### src/rtl/mu0_control.sv
// MU0 instruction sequencer: drives datapath mux selects, ALU function,
// register enables and the memory request handshake with optional timeout.
module mu0_control #(
  parameter int WAIT_LIMIT = 0,
  parameter int WAIT_W     = 8
) (
  input  logic       clk,
  input  logic       reset,
  input  logic [3:0] opcode,
  input  logic       acc_n,
  input  logic       acc_z,
  input  logic       mem_ready,
  output logic       addr_sel,
  output logic       x_sel,
  output logic       y_sel,
  output logic [1:0] alu_fs,
  output logic       acc_ce,
  output logic       pc_ce,
  output logic       ir_ce,
  output logic       acc_oe,
  output logic       mem_rq,
  output logic       rnw,
  output logic       halted,
  output logic       bus_err
);

  // state | meaning
  // FETCH | read instruction at PC into IR, PC <= PC+1
  // EXEC  | execute opcode held in IR
  // HALT  | stopped after STP or wait-state timeout; exit via reset only
  typedef enum logic [1:0] {
    FETCH = 2'd0,
    EXEC  = 2'd1,
    HALT  = 2'd2
  } state_t;

  localparam logic [WAIT_W-1:0] WAIT_LAST =
    WAIT_W'((WAIT_LIMIT > 0) ? (WAIT_LIMIT - 1) : 0);
  localparam bit TIMEOUT_EN = (WAIT_LIMIT > 0);

  state_t            state, state_nxt;
  logic [WAIT_W-1:0] wait_cnt, wait_cnt_nxt;
  logic              access;
  logic              timeout;

  always_ff @(posedge clk) begin
    if (reset) begin
      state    <= FETCH;
      wait_cnt <= '0;
      bus_err  <= 1'b0;
    end else begin
      state    <= state_nxt;
      wait_cnt <= wait_cnt_nxt;
      bus_err  <= bus_err | timeout;
    end
  end

  always_comb begin
    state_nxt = state;
    addr_sel  = 1'b0;
    x_sel     = 1'b0;
    y_sel     = 1'b0;
    alu_fs    = 2'b00;
    acc_ce    = 1'b0;
    pc_ce     = 1'b0;
    ir_ce     = 1'b0;
    acc_oe    = 1'b0;
    access    = 1'b0;
    rnw       = 1'b1;
    halted    = 1'b0;

    case (state)
      FETCH: begin
        access = 1'b1;
        x_sel  = 1'b1;
        alu_fs = 2'b11;
        ir_ce  = mem_ready;
        pc_ce  = mem_ready;
        if (mem_ready) state_nxt = EXEC;
      end
      EXEC: begin
        case (opcode)
          4'h0: begin
            addr_sel = 1'b1;
            access   = 1'b1;
            acc_ce   = mem_ready;
          end
          4'h1: begin
            addr_sel = 1'b1;
            access   = 1'b1;
            rnw      = 1'b0;
            acc_oe   = 1'b1;
          end
          4'h2, 4'h3: begin
            addr_sel = 1'b1;
            access   = 1'b1;
            alu_fs   = (opcode == 4'h2) ? 2'b01 : 2'b10;
            acc_ce   = mem_ready;
          end
          4'h4, 4'h5, 4'h6: begin
            y_sel = 1'b1;
            pc_ce = (opcode == 4'h4) ? 1'b1 :
                    (opcode == 4'h5) ? !acc_n : !acc_z;
          end
          default: ;
        endcase
        if (access) begin
          if (mem_ready) state_nxt = FETCH;
        end else if (opcode == 4'h7) begin
          state_nxt = HALT;
        end else begin
          state_nxt = FETCH;
        end
      end
      HALT: halted = 1'b1;
      default: state_nxt = FETCH;
    endcase

    // Stall abort: enables here are already 0 since mem_ready is low.
    timeout = TIMEOUT_EN && access && !mem_ready && (wait_cnt == WAIT_LAST);
    if (timeout) state_nxt = HALT;

    if ((state_nxt != state) || !access || mem_ready)
      wait_cnt_nxt = '0;
    else if (&wait_cnt)
      wait_cnt_nxt = wait_cnt;
    else
      wait_cnt_nxt = wait_cnt + 1'b1;

    mem_rq = access && !reset;
    if (reset) begin
      acc_ce = 1'b0;
      pc_ce  = 1'b0;
      ir_ce  = 1'b0;
      acc_oe = 1'b0;
    end
  end

endmodule

### config.mk
export PLATFORM = sky130hd
export DESIGN_NAME = mu0_control
export DESIGN_NICKNAME = d
export VERILOG_FILES = /design/src/rtl/mu0_control.sv
export SDC_FILE = /design/constraint.sdc
export NUM_CORES = 1
export LEC_CHECK = 0
export ABC_AREA = 1
export CAP_MARGIN = 15
export CORE_AREA = 2 2 39 41
export CTS_BUF_LIST = sky130_fd_sc_hd__clkbuf_4 sky130_fd_sc_hd__clkbuf_8 sky130_fd_sc_hd__clkbuf_16
export CTS_CLUSTER_DIAMETER = 80
export DETAILED_ROUTE_END_ITERATION = 10
export DIE_AREA = 0 0 41 43
export MAX_ROUTING_LAYER = met4
export PLACE_DENSITY = 0.65
export SYNTH_ARGS = -nofsm -noshare
export SYNTH_HDL_FRONTEND = slang
export SYNTH_SLANG_ARGS = --single-unit
### constraint.sdc
create_clock -name clk -period 1.95 [get_ports clk]
set_clock_uncertainty 0.05 [all_clocks]
set_input_delay 0.585 -clock clk [delete_from_list [all_inputs] [get_ports clk]]
set_output_delay 0.585 -clock clk [all_outputs]
set_load 0.02 [all_outputs]
==> summary.txt <==
Yosys
  – Post-synthesis sequential area ratio: 14.0%
  – Area leader, netlist: dfxtp_1
  – Synth warn: 0
  – Synthesized instance count: 43
  – Post-Syn Area: 285 um^2
  – Synth area leaders: dfxtp_1 14%, nor2_1 11%, nand2_1 9.2%
  – Net count after synthesis: 52
  – Avg Inst Size Synth: 6.63 um^2
  – Unique masters post-synth: 20
  – Yosys reg bits: 2
  – Synth top area share: 14.0%

Run status
  – Failing checks: setup timing
  – Status: complete, but fails checks

Global route
  – GRT Resource Usage Total: 12.3%
  – GR Overflow Total: 0
  – Largest net degree at the start of global routing: 6
  – Vias in the first global route: 382
  – Initial antenna violation count: 0
  – First-pass GRT wire length: 1.46 mm

Placed design
  – Cells after DPL: 91
  – Final Wtd Congestion: 0.806
  – Placed cell area: 608 um^2
  – Final HPWL DP: 747 um
  – IO buf count: 20

Finish
  – Layout Cells excl Fill: 94
  – Core Util, Final: 46.3%
  – Largest register FFs: 2
  – Design area: 641 um^2
  – # diodes: 0
  – Nets: 89
  – Commonest non-fill, non-tap cell in the layout: buf_4
  – Fraction of layout cells with a size suffix above 1: 67.9%
  – Commonest non-fill, non-tap cells in the layout: 18 x buf_4, 7 x nor2_1, 7 x buf_6
  – Fill cell count: 147
  – Top flop regs: state x2
  – Syn-to-layout area delta: 125%
  – Reg with most FFs: state

Clock tree
  – Clk Latency, worst-skew pair: 0.22 ns
  – # clock sinks: 2
  – H-tree lvl count: 1
  – Clock slew at reported path FFs: 0.03 ns
  – CTS Buffer Depth: 2
  – CTS Buf Count: 3
  – Clock Tree Root: clkbuf_4
  – Setup Buffers After CTS: 0
  – CTS tree: built
  – CTS Hold Bufs: 0

Flow run
  – Max_cap viols: 0

Timing
  – Fin. Hold Viols: 0
  – RSZ-0062 raised after global routing: yes
  – Maximum clock rate: 479 MHz
  – Minimum clock period: 2.09 ns
  – Final WS setup: -0.138 ns
  – Pins Over Slew Limit: 0
  – Part of the cycle the worst path needs: 107%
  – WHS: 0.639 ns
  – Setup Viol. Count Final: 7

Min path
  – Worst hold path type: reg -> reg

Power
  – Combinational Power Share: 46.8%
  – Internal power: 0.167 mW
  – Worst vdd ir: 217 uV
  – PD cells: 389 nW/um^2
  – Reg power frac: 18.0%
  – Clock power share: 35.2%
  – Pleak: 0.350 nW
  – Switch share: 33.1%
  – Net Switching: 0.0824 mW

Floorplanning
  – Core Rows: 14
  – Die span in x: 41 um
  – Die area: 1760 um^2
  – Core area: 1380 um^2
  – Die height: 43 um
  – I/O pin count: 22
  – Starting Density: 20.6%

Setup path
  – Worst Path Arrival: 1.45 ns
  – Worst Path Required: 1.31 ns
  – CP endpoint kind: output pin
  – Critical Path Start Type: primary input
  – Crit-path max cell delay: 0.27 ns
  – Slowest cell on crit path: or2_4
  – CP max FO: 3
  – CP Cell Sequence: buf_6 > or2_4 > nor2_8 > nand2_4 > nor3b_4 > buf_6
  – CP most frequent cell: buf_6
  – Crit Path Category: in -> out

Drt
  – Routed len/inst: 9.51 um
  – DRT antenna net count: 0
  – TritonRoute pass-1 iters: 4
  – Via Count: 384
  – WL final: 894 um
  – Initial DRC count: 2
  – Residual DRC count: 0
  – Via/cell ratio: 4.09
==> layer usage <==
metal | up-vias | wire length (um) | track usage [%]
li1 | 199 | - | -
met1 | 177 | 344 | 13.8
met2 | 8 | 518 | 20.3
met3 | 0 | 31 | 1.57
met4 | 0 | 0 | 6.00
met5 | - | 0 | -
==> power groups by stage <==
stage	clock (mW)	combinational (mW)	sequential, mW
after floorplan	0	0.0533	0.0455
after global placement	0	0.117	0.0453
after detailed placement	0	0.118	0.0454
after CTS	0.0920	0.114	0.0449
after global routing	0.0948	0.125	0.0451
final	0.0876	0.116	0.0448
==> cells by family (layout without fill, tap and decap cells) <==
| family | Yosys count | after routing | share of synthesized area, % |
|---|---|---|---|
| and+or+nand+nor | 28 | 28 | 63.6 |
| buffers and inverters | 8 | 43 | 11.8 |
| AOI/OAI and AO/OA | 4 | 4 | 9.21 |
| DFF | 2 | 2 | 14.0 |
| other | 1 | 1 | 1.31 |
==> synthesized netlist by cell type <==
library cell  number
a21oi_2            1
or2_4              1
a31oi_1            1
inv_2              4
inv_1              3
conb_1             1
nor3b_2            1
a21oi_1            1
nand2_1            7
nand2_4            2
nor3_2             1
nor2_1             8
nand2_2            2
o22ai_1            1
nor2_2             2
buf_4              1
nor2_4             1
nor2_8             1
nand3b_1           2
dfxtp_1            2
==> final cells by class <==
type	count	area (um^2)	share of cell area, %
Tap cell	16	20.0	3.13
Inverter	7	26.3	4.10
Multi-Input combinational cell	33	248	38.7
Sequential cell	2	40.0	6.25
Timing Repair Buffer	33	284	44.3
Clock buffer	3	22.5	3.52
==> path summary, 6_finish.rpt <==
kind	to	slack, ns	from	cells after the start
worst max-delay path	acc_ce	-0.14	opcode[3]	6
worst min-delay path	state[1]	0.64	state[1]	4
worst max register to register	state[0]	0.81	state[1]	5
worst min register to register	state[1]	0.64	state[1]	4
==> worst max-delay path: cells and delay by family <==
| kind | cells | cell delay, ns |
|---|---|---|
| and+or+nand+nor | 4 | 0.64 |
| buffers and inverters | 2 | 0.24 |
==> through the flow <==
stage	setup slack [ns]	setup TNS (ns)	power, mW
2_1_floorplan	-0.0465	-0.176	0.0988
3_3_place_gp	-0.953	-8.48	0.162
3_5_place_dp	-0.957	-8.51	0.164
4_1_cts	-0.208	-0.966	0.251
5_1_grt	-0.176	-0.865	0.265
6_report	-0.138	-0.525	0.249
==> what timing repair did <==
| item | 4_1_cts | 5_1_grt |
|---|---|---|
| setup endpoints to repair | 12 | 10 |
| gates resized for setup | 74 | 13 |
| pin swaps | 6 | 7 |
Power figures use the tool's default switching activity.
